$ cat src/rtl/rom_prefetch.sv
// Instruction prefetcher: issues sequential word reads to the ROM, buffers the
// returned words with their PCs in a small FIFO, and supports redirect/flush.
module rom_prefetch #(
    parameter int          DEPTH    = 4,
    parameter logic [31:0] RESET_PC = 32'h0000_0000
) (
    input  logic        clock,
    input  logic        reset,
    output logic        rom_valid,
    output logic        rom_instr,
    output logic [31:0] rom_addr,
    input  logic [31:0] rom_rdata,
    input  logic        rom_ready,
    input  logic        fetch_flush,
    input  logic [31:0] fetch_target,
    output logic        fetch_valid,
    output logic [31:0] fetch_pc,
    output logic [31:0] fetch_instr,
    input  logic        fetch_ready
);

    localparam int AW = (DEPTH > 1) ? $clog2(DEPTH) : 1;
    localparam logic [AW+1:0] L_DEPTH = (AW+2)'(DEPTH);

    logic [AW:0]   r_count;
    logic [AW-1:0] r_wr_ptr;
    logic [AW-1:0] r_rd_ptr;
    logic [31:0]   r_pc;
    logic [31:0]   r_req_pc;
    logic          r_rom_valid;
    logic          r_outstanding;
    logic          r_drop;

    logic          w_resp;
    logic          w_push;
    logic          w_pop;
    logic          w_issue;
    logic [AW+1:0] w_occupancy;
    logic [31:0]   w_entry_pc    [DEPTH];
    logic [31:0]   w_entry_instr [DEPTH];

    assign w_resp  = rom_ready & r_outstanding;
    assign w_push  = w_resp & ~r_drop & ~fetch_flush;
    assign w_pop   = (r_count != '0) & fetch_ready & ~fetch_flush;

    // The outstanding request reserves its slot, so a response never finds the FIFO full.
    assign w_occupancy = {1'b0, r_count} + {{(AW+1){1'b0}}, r_outstanding};
    assign w_issue     = ~fetch_flush & (~r_outstanding | rom_ready) & (w_occupancy < L_DEPTH);

    always_ff @(posedge clock or negedge reset) begin
        if (!reset) begin
            r_rom_valid   <= 1'b0;
            r_req_pc      <= RESET_PC;
            r_pc          <= RESET_PC;
            r_outstanding <= 1'b0;
            r_drop        <= 1'b0;
        end else begin
            r_rom_valid <= w_issue;
            if (fetch_flush) begin
                r_pc <= fetch_target & 32'hFFFF_FFFC;
            end else if (w_issue) begin
                r_pc <= r_pc + 32'd4;
            end
            if (w_issue) begin
                r_req_pc <= r_pc;
            end
            if (w_issue) begin
                r_outstanding <= 1'b1;
            end else if (w_resp) begin
                r_outstanding <= 1'b0;
            end
            // A flush orphans a request still in flight; its eventual response is swallowed.
            if (fetch_flush) begin
                r_drop <= r_outstanding & ~rom_ready;
            end else if (w_resp) begin
                r_drop <= 1'b0;
            end
        end
    end

    always_ff @(posedge clock or negedge reset) begin
        if (!reset) begin
            r_count  <= '0;
            r_wr_ptr <= '0;
            r_rd_ptr <= '0;
        end else if (fetch_flush) begin
            r_count  <= '0;
            r_wr_ptr <= '0;
            r_rd_ptr <= '0;
        end else begin
            if (w_push) begin
                r_wr_ptr <= r_wr_ptr + 1'b1;
            end
            if (w_pop) begin
                r_rd_ptr <= r_rd_ptr + 1'b1;
            end
            r_count <= r_count + (AW+1)'(w_push) - (AW+1)'(w_pop);
        end
    end

    for (genvar gi = 0; gi < DEPTH; gi++) begin : g_entry
        logic [31:0] r_e_pc;
        logic [31:0] r_e_instr;

        always_ff @(posedge clock or negedge reset) begin
            if (!reset) begin
                r_e_pc    <= '0;
                r_e_instr <= '0;
            end else if (w_push && (r_wr_ptr == AW'(gi))) begin
                r_e_pc    <= r_req_pc;
                r_e_instr <= rom_rdata;
            end
        end

        assign w_entry_pc[gi]    = r_e_pc;
        assign w_entry_instr[gi] = r_e_instr;
    end

    assign rom_valid   = r_rom_valid;
    assign rom_instr   = 1'b1;
    assign rom_addr    = r_req_pc;
    assign fetch_valid = (r_count != '0);
    assign fetch_pc    = w_entry_pc[r_rd_ptr];
    assign fetch_instr = w_entry_instr[r_rd_ptr];

endmodule

$ cat config.mk
export PLATFORM = sky130hd
export DESIGN_NAME = rom_prefetch
export DESIGN_NICKNAME = d
export VERILOG_FILES = /design/src/rtl/rom_prefetch.sv
export SDC_FILE = /design/constraint.sdc
export NUM_CORES = 1
export LEC_CHECK = 0
export BUFFER_PORTS_ARGS = -buffer_cell sky130_fd_sc_hd__buf_2
export CORE_MARGIN = 10
export CORE_UTILIZATION = 38
export CTS_BUF_LIST = sky130_fd_sc_hd__clkbuf_8 sky130_fd_sc_hd__clkbuf_16
export DETAILED_ROUTE_END_ITERATION = 10
export SLEW_MARGIN = 20
export SYNTH_ARGS = -nofsm -noshare
export SYNTH_HDL_FRONTEND = slang
export SYNTH_SLANG_ARGS = --single-unit
$ cat constraint.sdc
create_clock -name clock -period 2.95 [get_ports clock]
set_input_delay 0.1475 -clock clock [delete_from_list [all_inputs] [get_ports clock]]
set_output_delay 0.1475 -clock clock [all_outputs]
set_load 0.01 [all_outputs]
==> flow_summary_export.csv <==
group,metric,value,unit
clock_network,clk_latency,0.54,ns
route,firstDrtPassIters,4,
power,p_sw_share,29.8,%
timing,finalClockSkew,0.0209,ns
synth,yosys.area.top_type,"dfrtp_1",
die,core_area,0.0368,mm2
global_route,grt_pass1_wl,54.3,mm
clock_network,clk_pin_slew_worst_paths,0.06,ns
timing,max_freq,403,MHz
route,drc,0,
route,wl_per_cell,20.2,um
place,dpl.cell_count,1524,
clock_network,ctsHtreeMaxLevel,2,
power,p_seq_share,41.5,%
power,power_leakage,8.20,nW
clock_network,clkSinkCount,318,
synth,syn_area_per_cell,15.3,um2
hold_path,hold_path.class,"in2reg",
setup_path,cp-end-kind,"register",
power,pwr-share-comb,28.5,%
synth,syn_inst,931,
timing,finalCriticalPeriod,2.48,ns
synth,synth-seq-cells,318,
setup_path,slowest_delay,0.76,ns
timing,finalSetupViolations,0,
place,dpl.hpwl,21.8,mm
route,drt_wl_total,33.5,mm
place,port_buffers,160,
setup_path,crit_slowest_cell,"or4_4",
synth,synth_edf_count,0,
die,num_rows,70,
die,die_h,214,um
clock_network,cts_tree,"yes",
global_route,grt_max_degree,107,
synth,synth-main-ff-cell,"dfrtp_1",
route,drtIter0Drc,407,
global_route,antenna_found_initial,2,
route,ant_nets,0,
timing,tightest_slew,0.985,ns
power,p_per_area,879,mW/mm2
route,viasPerCell,5.18,
power,internal_power,0.0109,W
setup_path,path_buf_inv,0,
power,peakVddDrop,0.000551,V
layout,final_nets,1239,
setup_path,critical_path.cell_chain,"ha_1 > or4_4 > a211oi_1 > nor3b_1 > a221o_1",
die,boundaryPins,168,
die,die_area,0.0457,mm2
layout,final_cells,1658,
setup_path,worst_setup_path_start_kind,"register",
layout,syn2layout_area_growth,23.9,%
die,die_w,214,um
route,vias,8590,
run_status,status,"completed",
run,maxCapViolCount,0,
power,p_sw,0.00462,W
synth,synth_top_area_share,55.8,%
timing,drv_slew,0,
layout,n_fill_cell,3241,
synth,synth_area_leaders,"dfrtp_1 56%, mux2_2 22%, mux4_2 9.8%",
clock_network,cts-root-buf,"clkbuf_16",
timing,fin_crit_sh,84.2,%
global_route,grt-ovfl-total,0,
timing,tns,0,ns
synth,ys_seq_area_share,55.8,%
setup_path,crit_arrival,2.92,ns
clock_network,cts_buffers,38,
place,finalWeightedCongestion,0.732,
clock_network,cts_resized,0,
place,place_ws,0.479,ns
setup_path,worst_path_dominant_cell_family,"simple AND/OR/NAND/NOR gates",
place,place_area,0.0157,mm2
synth,async_flop_share,100,%
setup_path,required,3.39,ns
synth,synth_area,0.0143,mm2
layout,drive_above_1_share,51.7,%
setup_path,critPathKind,"reg2reg",
timing,rsz0062_at_grt,"false",
die,initial_core_util,38.8,%
synth,yosysWarningCount,0,
setup_path,critPathMaxFanout,29,
power,p_total,0.0155,W
layout,stdcell_area,0.0177,mm2
synth,yosysMostFrequentCell,"dfrtp_1",
synth,synth_cell_types,39,
global_route,grtUsageTotal,15.1,%
timing,worst_slack,0.468,ns
power,clkPwrFrac,30.1,%
timing,hold_violations,0,
global_route,grt_pass1_vias,9411,
synth,yosys-top-cells-count,"318 x dfrtp_1, 283 x mux2_2, 62 x mux4_2",
timing,max_slew_margin,34.3,%
clock_network,clockBufferDepth,3,
[final timing paths]
path	start	endpoint	slack, ns	cells after the start
max reg2reg	r_count[1]	r_pc[20]	0.47	5
min	fetch_flush	r_rd_ptr[0]	0.25	3
min in group asynchronous	reset	g_entry[0].r_e_instr[22]	0.29	2
max	r_count[1]	r_pc[20]	0.47	5
max in group asynchronous	reset	g_entry[3].r_e_instr[8]	1.81	3
min reg2reg	g_entry[2].r_e_pc[11]	g_entry[2].r_e_pc[11]	0.50	1
[cells by family (layout without fill, tap and decap cells)]
| logic type | Yosys count | after routing | synth area share [%] |
|---|---|---|---|
| AO/OA/AOI/OAI | 59 | 59 | 3.63 |
| XOR/XNOR | 31 | 31 | 1.90 |
| adder cells (fa/ha/maj) | 9 | 9 | 0.843 |
| buffers and inverters | 71 | 326 | 2.27 |
| flip-flops | 318 | 318 | 55.8 |
| multiplexers | 348 | 348 | 32.4 |
| other | 2 | 6 | 0.0527 |
| AND/OR/NAND/NOR | 93 | 93 | 3.12 |
[power groups by stage]
stage	Combinational, W	Clock (W)	Sequential (W)
after floorplan	0.00294	0	0.00620
after global placement	0.00439	0	0.00649
after detailed placement	0.00447	0	0.00654
after CTS	0.00455	0.00483	0.00646
after global routing	0.00481	0.00504	0.00664
final	0.00442	0.00467	0.00643
[layout make-up]
class	count	area [um2]	area share, %
Clock buffer	47	1070	6.09
Tap cell	468	586	3.32
Antenna cell	1	2.50	0.0142
Sequential cell	318	7970	45.1
Inverter	10	37.5	0.213
Clock inverter	21	191	1.08
Timing Repair Buffer	248	1760	9.96
Multi-Input combinational cell	545	6040	34.2
[layer usage]
layer  share of wire, %  vias up  track usage (%)
li1                   -     3894                -
met1                 45     4512             20.0
met2                 48      149             24.6
met3                5.5       33             3.97
met4                1.3        2             3.47
met5              0.021        -                0
[through the flow]
stage          hold WS, ns  utilization, %
2_1_floorplan       -0.148               -
3_3_place_gp         0.275            42.8
3_5_place_dp         0.292            42.8
4_1_cts              0.216            48.0
5_1_grt              0.269            48.0
6_report             0.248            48.0
[repair_timing]
| action | 4_1_cts | 5_1_grt |
|---|---|---|
| hold endpoints to repair | 263 | 0 |
| setup buffers | 0 | 0 |
| hold buffers | 65 | 0 |
[worst register-to-register path: stages (launching register included)]
cell and delay (ns):
dfrtp_1 0.43, ha_1 0.24, or4_4 0.76, a211oi_1 0.59, nor3b_1 0.10, a221o_1 0.27
[flip-flops by register name, indices dropped and copies added (netlist names)]
name / flops
r_drop: 1
g_entry.r_e_instr: 128
r_outstanding: 1
g_entry.r_e_pc: 120
r_rd_ptr: 2
rom_valid: 1
r_wr_ptr: 2
rom_addr: 30
r_pc: 30
r_count: 3
[placed cells by master, fill, tap and decap left out, drive strengths merged, types with 10 or more instances in the layout]
cell type and n:
mux2 283, buf 183, xnor2 24, clkinv 10, o21ai 25, nand2 46, inv 18, dfrtp 318
mux4 62, clkbuf 47, a2111oi 15, nand3 11, dlygate4sd3 65
Power figures use the tool's default switching activity.
